File: config.mk
export PLATFORM = sky130hd
export DESIGN_NAME = fp_compare_pipe_flat
export DESIGN_NICKNAME = d
export VERILOG_FILES = /design/src/rtl/fp_compare_pipe_if.sv /design/src/rtl/fp_compare_pipe.sv /design/src/flat_wrapper.sv
export SDC_FILE = /design/constraint.sdc
export NUM_CORES = 1
export LEC_CHECK = 0
export BUFFER_PORTS_ARGS = -buffer_cell sky130_fd_sc_hd__buf_2
export CORE_ASPECT_RATIO = 0.8
export CORE_MARGIN = 5
export CORE_UTILIZATION = 45
export DETAILED_ROUTE_END_ITERATION = 7
export PLACE_DENSITY = 0.72
export SYNTH_ARGS = -nofsm -noshare
export SYNTH_HDL_FRONTEND = slang
export SYNTH_SLANG_ARGS = --single-unit
File: constraint.sdc
create_clock -name clk -period 8.5 [get_ports clk]
set_input_delay 0.425 -clock clk [delete_from_list [all_inputs] [get_ports clk]]
set_output_delay 0.425 -clock clk [all_outputs]
set_load 0.02 [all_outputs]
File: src/rtl/fp_compare_pipe_if.sv
// Handshake and result bundle for the pipelined IEEE-754 comparator.
// The master side drives the operands and accepts the results.
interface fp_compare_pipe_if #(
  parameter int EXP_W  = 8,
  parameter int FRAC_W = 23
);
  localparam int W = 1 + EXP_W + FRAC_W;

  logic         in_valid;
  logic         in_ready;
  logic [W-1:0] a;
  logic [W-1:0] b;
  logic [1:0]   op;
  logic         signaling;
  logic         out_valid;
  logic         out_ready;
  logic         lt;
  logic         eq;
  logic         gt;
  logic         un;
  logic         cond;
  logic [W-1:0] min_out;
  logic [W-1:0] max_out;
  logic         invalid;
  logic         clear_flags;
  logic         invalid_sticky;

  modport master (
    output in_valid, a, b, op, signaling,
    output out_ready, clear_flags,
    input  in_ready, out_valid,
    input  lt, eq, gt, un, cond,
    input  min_out, max_out,
    input  invalid, invalid_sticky
  );

  modport slave (
    input  in_valid, a, b, op, signaling,
    input  out_ready, clear_flags,
    output in_ready, out_valid,
    output lt, eq, gt, un, cond,
    output min_out, max_out,
    output invalid, invalid_sticky
  );
endinterface

File: src/rtl/fp_compare_pipe.sv
// Two-stage IEEE-754 comparator: relation flags, predicate,
// minNum/maxNum and invalid-operation with a sticky copy.
module fp_compare_pipe #(
  parameter int EXP_W  = 8,
  parameter int FRAC_W = 23
) (
  input  logic               clk,
  input  logic               reset,
  fp_compare_pipe_if.slave   bus
);
  localparam int W = 1 + EXP_W + FRAC_W;
  localparam logic [W-1:0] QNAN =
    {1'b0, {EXP_W{1'b1}}, 1'b1, {(FRAC_W-1){1'b0}}};

  // {nan, snan, zero}
  function automatic logic [2:0] classify(
    input logic [W-1:0] x
  );
    logic e1;
    logic ez;
    logic fz;
    logic nan;
    e1  = &x[W-2:FRAC_W];
    ez  = ~|x[W-2:FRAC_W];
    fz  = ~|x[FRAC_W-1:0];
    nan = e1 & ~fz;
    return {nan, nan & ~x[FRAC_W-1], ez & fz};
  endfunction

  logic         r_s1_valid;
  logic [W-1:0] r_s1_a;
  logic [W-1:0] r_s1_b;
  logic [1:0]   r_s1_op;
  logic         r_s1_sig;
  logic [2:0]   r_s1_ca;
  logic [2:0]   r_s1_cb;

  logic         r_s2_valid;
  logic         r_lt;
  logic         r_eq;
  logic         r_gt;
  logic         r_un;
  logic         r_cond;
  logic [W-1:0] r_min;
  logic [W-1:0] r_max;
  logic         r_inv;
  logic         r_sticky;

  logic         w_s2_adv;
  logic         w_s1_adv;
  logic         w_lt;
  logic         w_eq;
  logic         w_gt;
  logic         w_un;
  logic         w_cond;
  logic [W-1:0] w_min;
  logic [W-1:0] w_max;
  logic         w_inv;
  logic         w_a_nan;
  logic         w_b_nan;
  logic         w_mag_gt;

  assign w_s2_adv = ~r_s2_valid | bus.out_ready;
  assign w_s1_adv = ~r_s1_valid | w_s2_adv;

  always_comb begin
    w_lt     = 1'b0;
    w_eq     = 1'b0;
    w_gt     = 1'b0;
    w_un     = 1'b0;
    w_cond   = 1'b0;
    w_min    = r_s1_a;
    w_max    = r_s1_a;
    w_a_nan  = r_s1_ca[2];
    w_b_nan  = r_s1_cb[2];
    w_mag_gt = r_s1_a[W-2:0] > r_s1_b[W-2:0];
    w_inv    = r_s1_ca[1] | r_s1_cb[1] |
               (r_s1_sig & (w_a_nan | w_b_nan));

    if (w_a_nan | w_b_nan)
      w_un = 1'b1;
    else if ((r_s1_ca[0] & r_s1_cb[0]) |
             (r_s1_a == r_s1_b))
      w_eq = 1'b1;
    else if (r_s1_a[W-1] != r_s1_b[W-1]) begin
      w_lt = r_s1_a[W-1];
      w_gt = ~r_s1_a[W-1];
    end else begin
      w_gt = w_mag_gt ^ r_s1_a[W-1];
      w_lt = ~w_gt;
    end

    unique case (r_s1_op)
      2'b00: w_cond = w_eq;
      2'b01: w_cond = w_lt;
      2'b10: w_cond = w_lt | w_eq;
      2'b11: w_cond = w_un;
    endcase

    // Signed zeros order as -0 < +0 for min/max only.
    if (w_a_nan & w_b_nan) begin
      w_min = QNAN;
      w_max = QNAN;
    end else if (w_a_nan) begin
      w_min = r_s1_b;
      w_max = r_s1_b;
    end else if (w_b_nan) begin
      w_min = r_s1_a;
      w_max = r_s1_a;
    end else if (r_s1_ca[0] & r_s1_cb[0]) begin
      w_min = r_s1_a[W-1] ? r_s1_a : r_s1_b;
      w_max = r_s1_a[W-1] ? r_s1_b : r_s1_a;
    end else if (w_lt) begin
      w_min = r_s1_a;
      w_max = r_s1_b;
    end else if (w_gt) begin
      w_min = r_s1_b;
      w_max = r_s1_a;
    end
  end

  always_ff @(posedge clk or posedge reset) begin
    if (reset) begin
      r_s1_valid <= 1'b0;
      r_s1_a     <= '0;
      r_s1_b     <= '0;
      r_s1_op    <= '0;
      r_s1_sig   <= 1'b0;
      r_s1_ca    <= '0;
      r_s1_cb    <= '0;
    end else if (w_s1_adv) begin
      r_s1_valid <= bus.in_valid;
      if (bus.in_valid) begin
        r_s1_a   <= bus.a;
        r_s1_b   <= bus.b;
        r_s1_op  <= bus.op;
        r_s1_sig <= bus.signaling;
        r_s1_ca  <= classify(bus.a);
        r_s1_cb  <= classify(bus.b);
      end
    end
  end

  always_ff @(posedge clk or posedge reset) begin
    if (reset) begin
      r_s2_valid <= 1'b0;
      r_lt       <= 1'b0;
      r_eq       <= 1'b0;
      r_gt       <= 1'b0;
      r_un       <= 1'b0;
      r_cond     <= 1'b0;
      r_min      <= '0;
      r_max      <= '0;
      r_inv      <= 1'b0;
    end else if (w_s2_adv) begin
      r_s2_valid <= r_s1_valid;
      if (r_s1_valid) begin
        r_lt   <= w_lt;
        r_eq   <= w_eq;
        r_gt   <= w_gt;
        r_un   <= w_un;
        r_cond <= w_cond;
        r_min  <= w_min;
        r_max  <= w_max;
        r_inv  <= w_inv;
      end
    end
  end

  // A set in the same cycle as a clear wins.
  always_ff @(posedge clk or posedge reset) begin
    if (reset)
      r_sticky <= 1'b0;
    else if (r_s2_valid & bus.out_ready & r_inv)
      r_sticky <= 1'b1;
    else if (bus.clear_flags)
      r_sticky <= 1'b0;
  end

  assign bus.in_ready       = w_s1_adv;
  assign bus.out_valid      = r_s2_valid;
  assign bus.lt             = r_lt;
  assign bus.eq             = r_eq;
  assign bus.gt             = r_gt;
  assign bus.un             = r_un;
  assign bus.cond           = r_cond;
  assign bus.min_out        = r_min;
  assign bus.max_out        = r_max;
  assign bus.invalid        = r_inv;
  assign bus.invalid_sticky = r_sticky;
endmodule

File: src/flat_wrapper.sv
// flat-port wrapper written by rule: the top's interface ports become plain ports
module fp_compare_pipe_flat 
#(
  parameter int EXP_W  = 8,
  parameter int FRAC_W = 23
)
  (clk, reset, bus_in_valid, bus_a, bus_b, bus_op, bus_signaling, bus_out_ready, bus_clear_flags, bus_in_ready, bus_out_valid, bus_lt, bus_eq, bus_gt, bus_un, bus_cond, bus_min_out, bus_max_out, bus_invalid, bus_invalid_sticky);
  fp_compare_pipe_if #(.EXP_W(EXP_W), .FRAC_W(FRAC_W)) bus_i ();
  input  logic clk;
  input  logic reset;
  input wire logic [$bits(bus_i.in_valid)-1:0] bus_in_valid;
  input wire logic [$bits(bus_i.a)-1:0] bus_a;
  input wire logic [$bits(bus_i.b)-1:0] bus_b;
  input wire logic [$bits(bus_i.op)-1:0] bus_op;
  input wire logic [$bits(bus_i.signaling)-1:0] bus_signaling;
  input wire logic [$bits(bus_i.out_ready)-1:0] bus_out_ready;
  input wire logic [$bits(bus_i.clear_flags)-1:0] bus_clear_flags;
  output wire logic [$bits(bus_i.in_ready)-1:0] bus_in_ready;
  output wire logic [$bits(bus_i.out_valid)-1:0] bus_out_valid;
  output wire logic [$bits(bus_i.lt)-1:0] bus_lt;
  output wire logic [$bits(bus_i.eq)-1:0] bus_eq;
  output wire logic [$bits(bus_i.gt)-1:0] bus_gt;
  output wire logic [$bits(bus_i.un)-1:0] bus_un;
  output wire logic [$bits(bus_i.cond)-1:0] bus_cond;
  output wire logic [$bits(bus_i.min_out)-1:0] bus_min_out;
  output wire logic [$bits(bus_i.max_out)-1:0] bus_max_out;
  output wire logic [$bits(bus_i.invalid)-1:0] bus_invalid;
  output wire logic [$bits(bus_i.invalid_sticky)-1:0] bus_invalid_sticky;
  assign bus_i.in_valid = bus_in_valid;
  assign bus_i.a = bus_a;
  assign bus_i.b = bus_b;
  assign bus_i.op = bus_op;
  assign bus_i.signaling = bus_signaling;
  assign bus_i.out_ready = bus_out_ready;
  assign bus_i.clear_flags = bus_clear_flags;
  assign bus_in_ready = bus_i.in_ready;
  assign bus_out_valid = bus_i.out_valid;
  assign bus_lt = bus_i.lt;
  assign bus_eq = bus_i.eq;
  assign bus_gt = bus_i.gt;
  assign bus_un = bus_i.un;
  assign bus_cond = bus_i.cond;
  assign bus_min_out = bus_i.min_out;
  assign bus_max_out = bus_i.max_out;
  assign bus_invalid = bus_i.invalid;
  assign bus_invalid_sticky = bus_i.invalid_sticky;
  fp_compare_pipe #(.EXP_W(EXP_W), .FRAC_W(FRAC_W)) u_core (.clk(clk), .reset(reset), .bus(bus_i));
endmodule
==> key figures <==
Yosys
  – Cells taking the most area after synthesis: dfrtp_1 50%, mux2_2 10%, a221o_1 6.0%
  – Seq/Total Area, Yosys: 50.0%
  – Synth warn: 0
  – Syn Std Cell Area: 7300 um^2
  – Post-synth top area cell: dfrtp_1
  – Synth Instances: 645
  – Seq cells post-synth: 146
  – Syn Nets: 750
  – Distinct cells, synth: 48
  – Most common library cells after synthesis: 146 x dfrtp_1, 67 x mux2_2, 45 x and2_1
  – Most common cell in the synthesized netlist: dfrtp_1
  – Most common flop cell mapped by yosys: dfrtp_1
  – Post-synth EDFFs: 0
  – Post-synth top area share: 50.0%
  – FFs w/ async S/R, synth: 100%
  – Post-Syn Area per Cell: 11.3 um^2

Setup path
  – Setup crit end kind: register
  – Reg2reg setup slack: 4690 ps
  – RR Endpoint: u_core.bus.min_out[18]
  – Kind of critical path: register to register
  – Setup crit start kind: register
  – Worst endpoint data arrival time: 4120 ps
  – R2r startpoint: u_core.r_s1_b[28]
  – Crit-path max FO: 22
  – Crit path required time: 8800 ps
  – Cell depth of the worst flop-to-flop path: 10

Clock network
  – CTS buffer count: 17
  – Clk sinks: 146
  – H-tree Lvls: 4
  – Skew-Pair Late Insertion Delay: 430 ps
  – Hold_buf cts: 0
  – Setup Buffers After CTS: 0
  – Post-CTS sizing: 0
  – CTS tree: done
  – Reg clk slew, reported paths: 60 ps
  – Root Buffer: clkbuf_16
  – Clock buffer depth: 2

Floorplanning
  – Die area: 18900 um^2
  – Initial Util: 46.1%
  – DIE HEIGHT: 124 um
  – Core Area: 15900 um^2
  – IO Pins: 145
  – Die Width: 152 um
  – Row count: 41

Timing
  – Crit share post-route: 44.9%
  – Setup violations, final: 0
  – Clock skew: 6.88 ps
  – Setup tns final: 0 ps
  – Max Slew Vio Count: 0
  – Slew of the pin with the lowest slew margin: 1230 ps
  – Final setup margin: 4690 ps
  – Fmax: 262 MHz
  – Tmin final: 3810 ps
  – Max-slew headroom: 18.2%
  – Hold Vio Cnt, Final: 0
  – Unrepaired setup endpoints after global routing: no

Place
  – Dpl ws: 4780 ps
  – GPL Wtd Cong: 0.836
  – Detailed placement HPWL: 13.7 mm
  – Port Buf Inserts: 144

Routing
  – DR vias/cell: 5.68
  – Vias: 5706
  – Iter 0 DRT Violations: 389
  – DRT Wirelength: 19.5 mm
  – Initial DRT Pass Iterations: 5
  – Remaining antenna violation count: 0
  – Wire per inst: 19.4 um
  – DRC: 0

Power and ir drop
  – Maximum VDD drop: 0.155 mV
  – Gate power share: 31.5%
  – Pwr/cell area: 291 nW/um^2
  – Sw Ratio: 35.5%
  – Sequential power share: 39.1%
  – Internal power: 1.64 mW
  – Clk pwr share: 29.4%
  – Switching power: 0.904 mW
  – Leakage power: 4.11 nW

Flow run
  – Max-cap violation count: 0

Global route
  – Global-route wire length before repair: 31.1 mm
  – Largest net degree at the start of global routing: 83
  – GRT Overall Usage: 21.2%
  – Vias in the first global route: 5580
  – Grt ovf: 0
  – Initial antenna violation count: 1

Cells and area
  – Area delta synth->final: 19.9%
  – Layout cells sized above 1: 33.4%
  – NumNets Final: 882
  – Inserted Diodes: 0
  – Fill cells: 1337

Status
  – Status: finished, final reports clean

Min path
  – Hold Crit Class: input pin to async pin
## flip-flops by register name (all words and copies together) (netlist names), 2 cells and up
name and flops:
u_core.r_s1_ca 3, u_core.bus.max_out 32, u_core.r_s1_a 32, u_core.r_s1_op 2, u_core.r_s1_b 32, u_core.bus.min_out 32, u_core.r_s1_cb 3
## routing by layer
layer / up-vias / GRT usage, % / part of all wire [%]
met5: - / 0 / 0.056
li1: 2644 / - / -
met2: 204 / 31.6 / 44
met1: 2835 / 31.2 / 48
met3: 21 / 5.21 / 7.3
met4: 2 / 5.45 / 1.0
## layout by cell type (no fill, tap or decap), types with 25 or more instances in the layout
| cell | count |
|---|---|
| inv_1 | 37 |
| a221o_1 | 44 |
| ha_1 | 33 |
| mux2_2 | 67 |
| buf_2 | 144 |
| dfrtp_1 | 146 |
| nand2_1 | 25 |
| o21ai_0 | 33 |
| a21oi_1 | 43 |
| and2_1 | 45 |
## worst max-delay path: stages, from the launching register on
cell	delay, ps
dfrtp_1	410
inv_1	80
ha_1	310
nand4_1	190
nor4_2	480
and2_1	200
and4_1	260
a21oi_4	50
o22ai_2	670
o21ai_2	540
a221o_1	500
## how the worst max path moves through the flow
| stage | from | endpoint | slack, ps |
|---|---|---|---|
| 3_3_place_gp | u_core.r_s1_a[29] | u_core.bus.min_out[6] | 4860 |
| 2_1_floorplan | reset | u_core.bus.cond | 4150 |
| 5_1_grt | u_core.r_s1_b[28] | u_core.bus.min_out[4] | 4440 |
| 4_1_cts | u_core.r_s1_a[28] | u_core.bus.min_out[18] | 4760 |
| 3_5_place_dp | u_core.r_s1_a[28] | u_core.bus.min_out[0] | 4780 |
| 6_report | u_core.r_s1_b[28] | u_core.bus.min_out[18] | 4690 |
## power by group through the flow
stage	clock, mW	combinational (mW)	sequential [mW]
final	0.749	0.801	0.995
after global routing	0.788	0.874	1.02
after CTS	0.762	0.807	0.994
after detailed placement	0	0.801	1.00
after global placement	0	0.786	1.00
after floorplan	0	0.408	1.12
## layout make-up
cell class                 count  area [um^2]  share of cell area [%]
multi-input combinational    427         3350                    38.2
clock buffer                  18          439                    5.01
clock inverter                14          156                    1.79
inverter                      38          148                    1.69
tap                          215          269                    3.07
timing repair buffer         147          743                    8.49
sequential                   146         3650                    41.7
## logic make-up (layout without fill, tap and decap cells)
kind of cell | Yosys count | count (layout) | synth area share [%]
multiplexers | 86 | 86 | 12.9
buffers and inverters | 72 | 217 | 4.37
AO/OA/AOI/OAI | 147 | 147 | 14.6
AND/OR/NAND/NOR | 161 | 161 | 12.4
flip-flops | 146 | 146 | 50.0
adder cells (fa/ha/maj) | 33 | 33 | 5.65
## metrics by stage
| stage | cells | total power, mW | hold WS, ps | instance area (um^2) | utilization [%] |
|---|---|---|---|---|---|
| 3_3_place_gp | 973 | 1.79 | 457 | 8160 | 51.5 |
| 5_1_grt | 1005 | 2.68 | 133 | 8760 | 55.2 |
| 4_1_cts | 1005 | 2.56 | 103 | 8760 | 55.2 |
| 6_report | 1005 | 2.55 | 90.8 | 8760 | 55.2 |
| 2_1_floorplan | 645 | 1.53 | 446 | 7300 | - |
| 3_5_place_dp | 973 | 1.80 | 456 | 8160 | 51.5 |
Power figures use the tool's default switching activity.
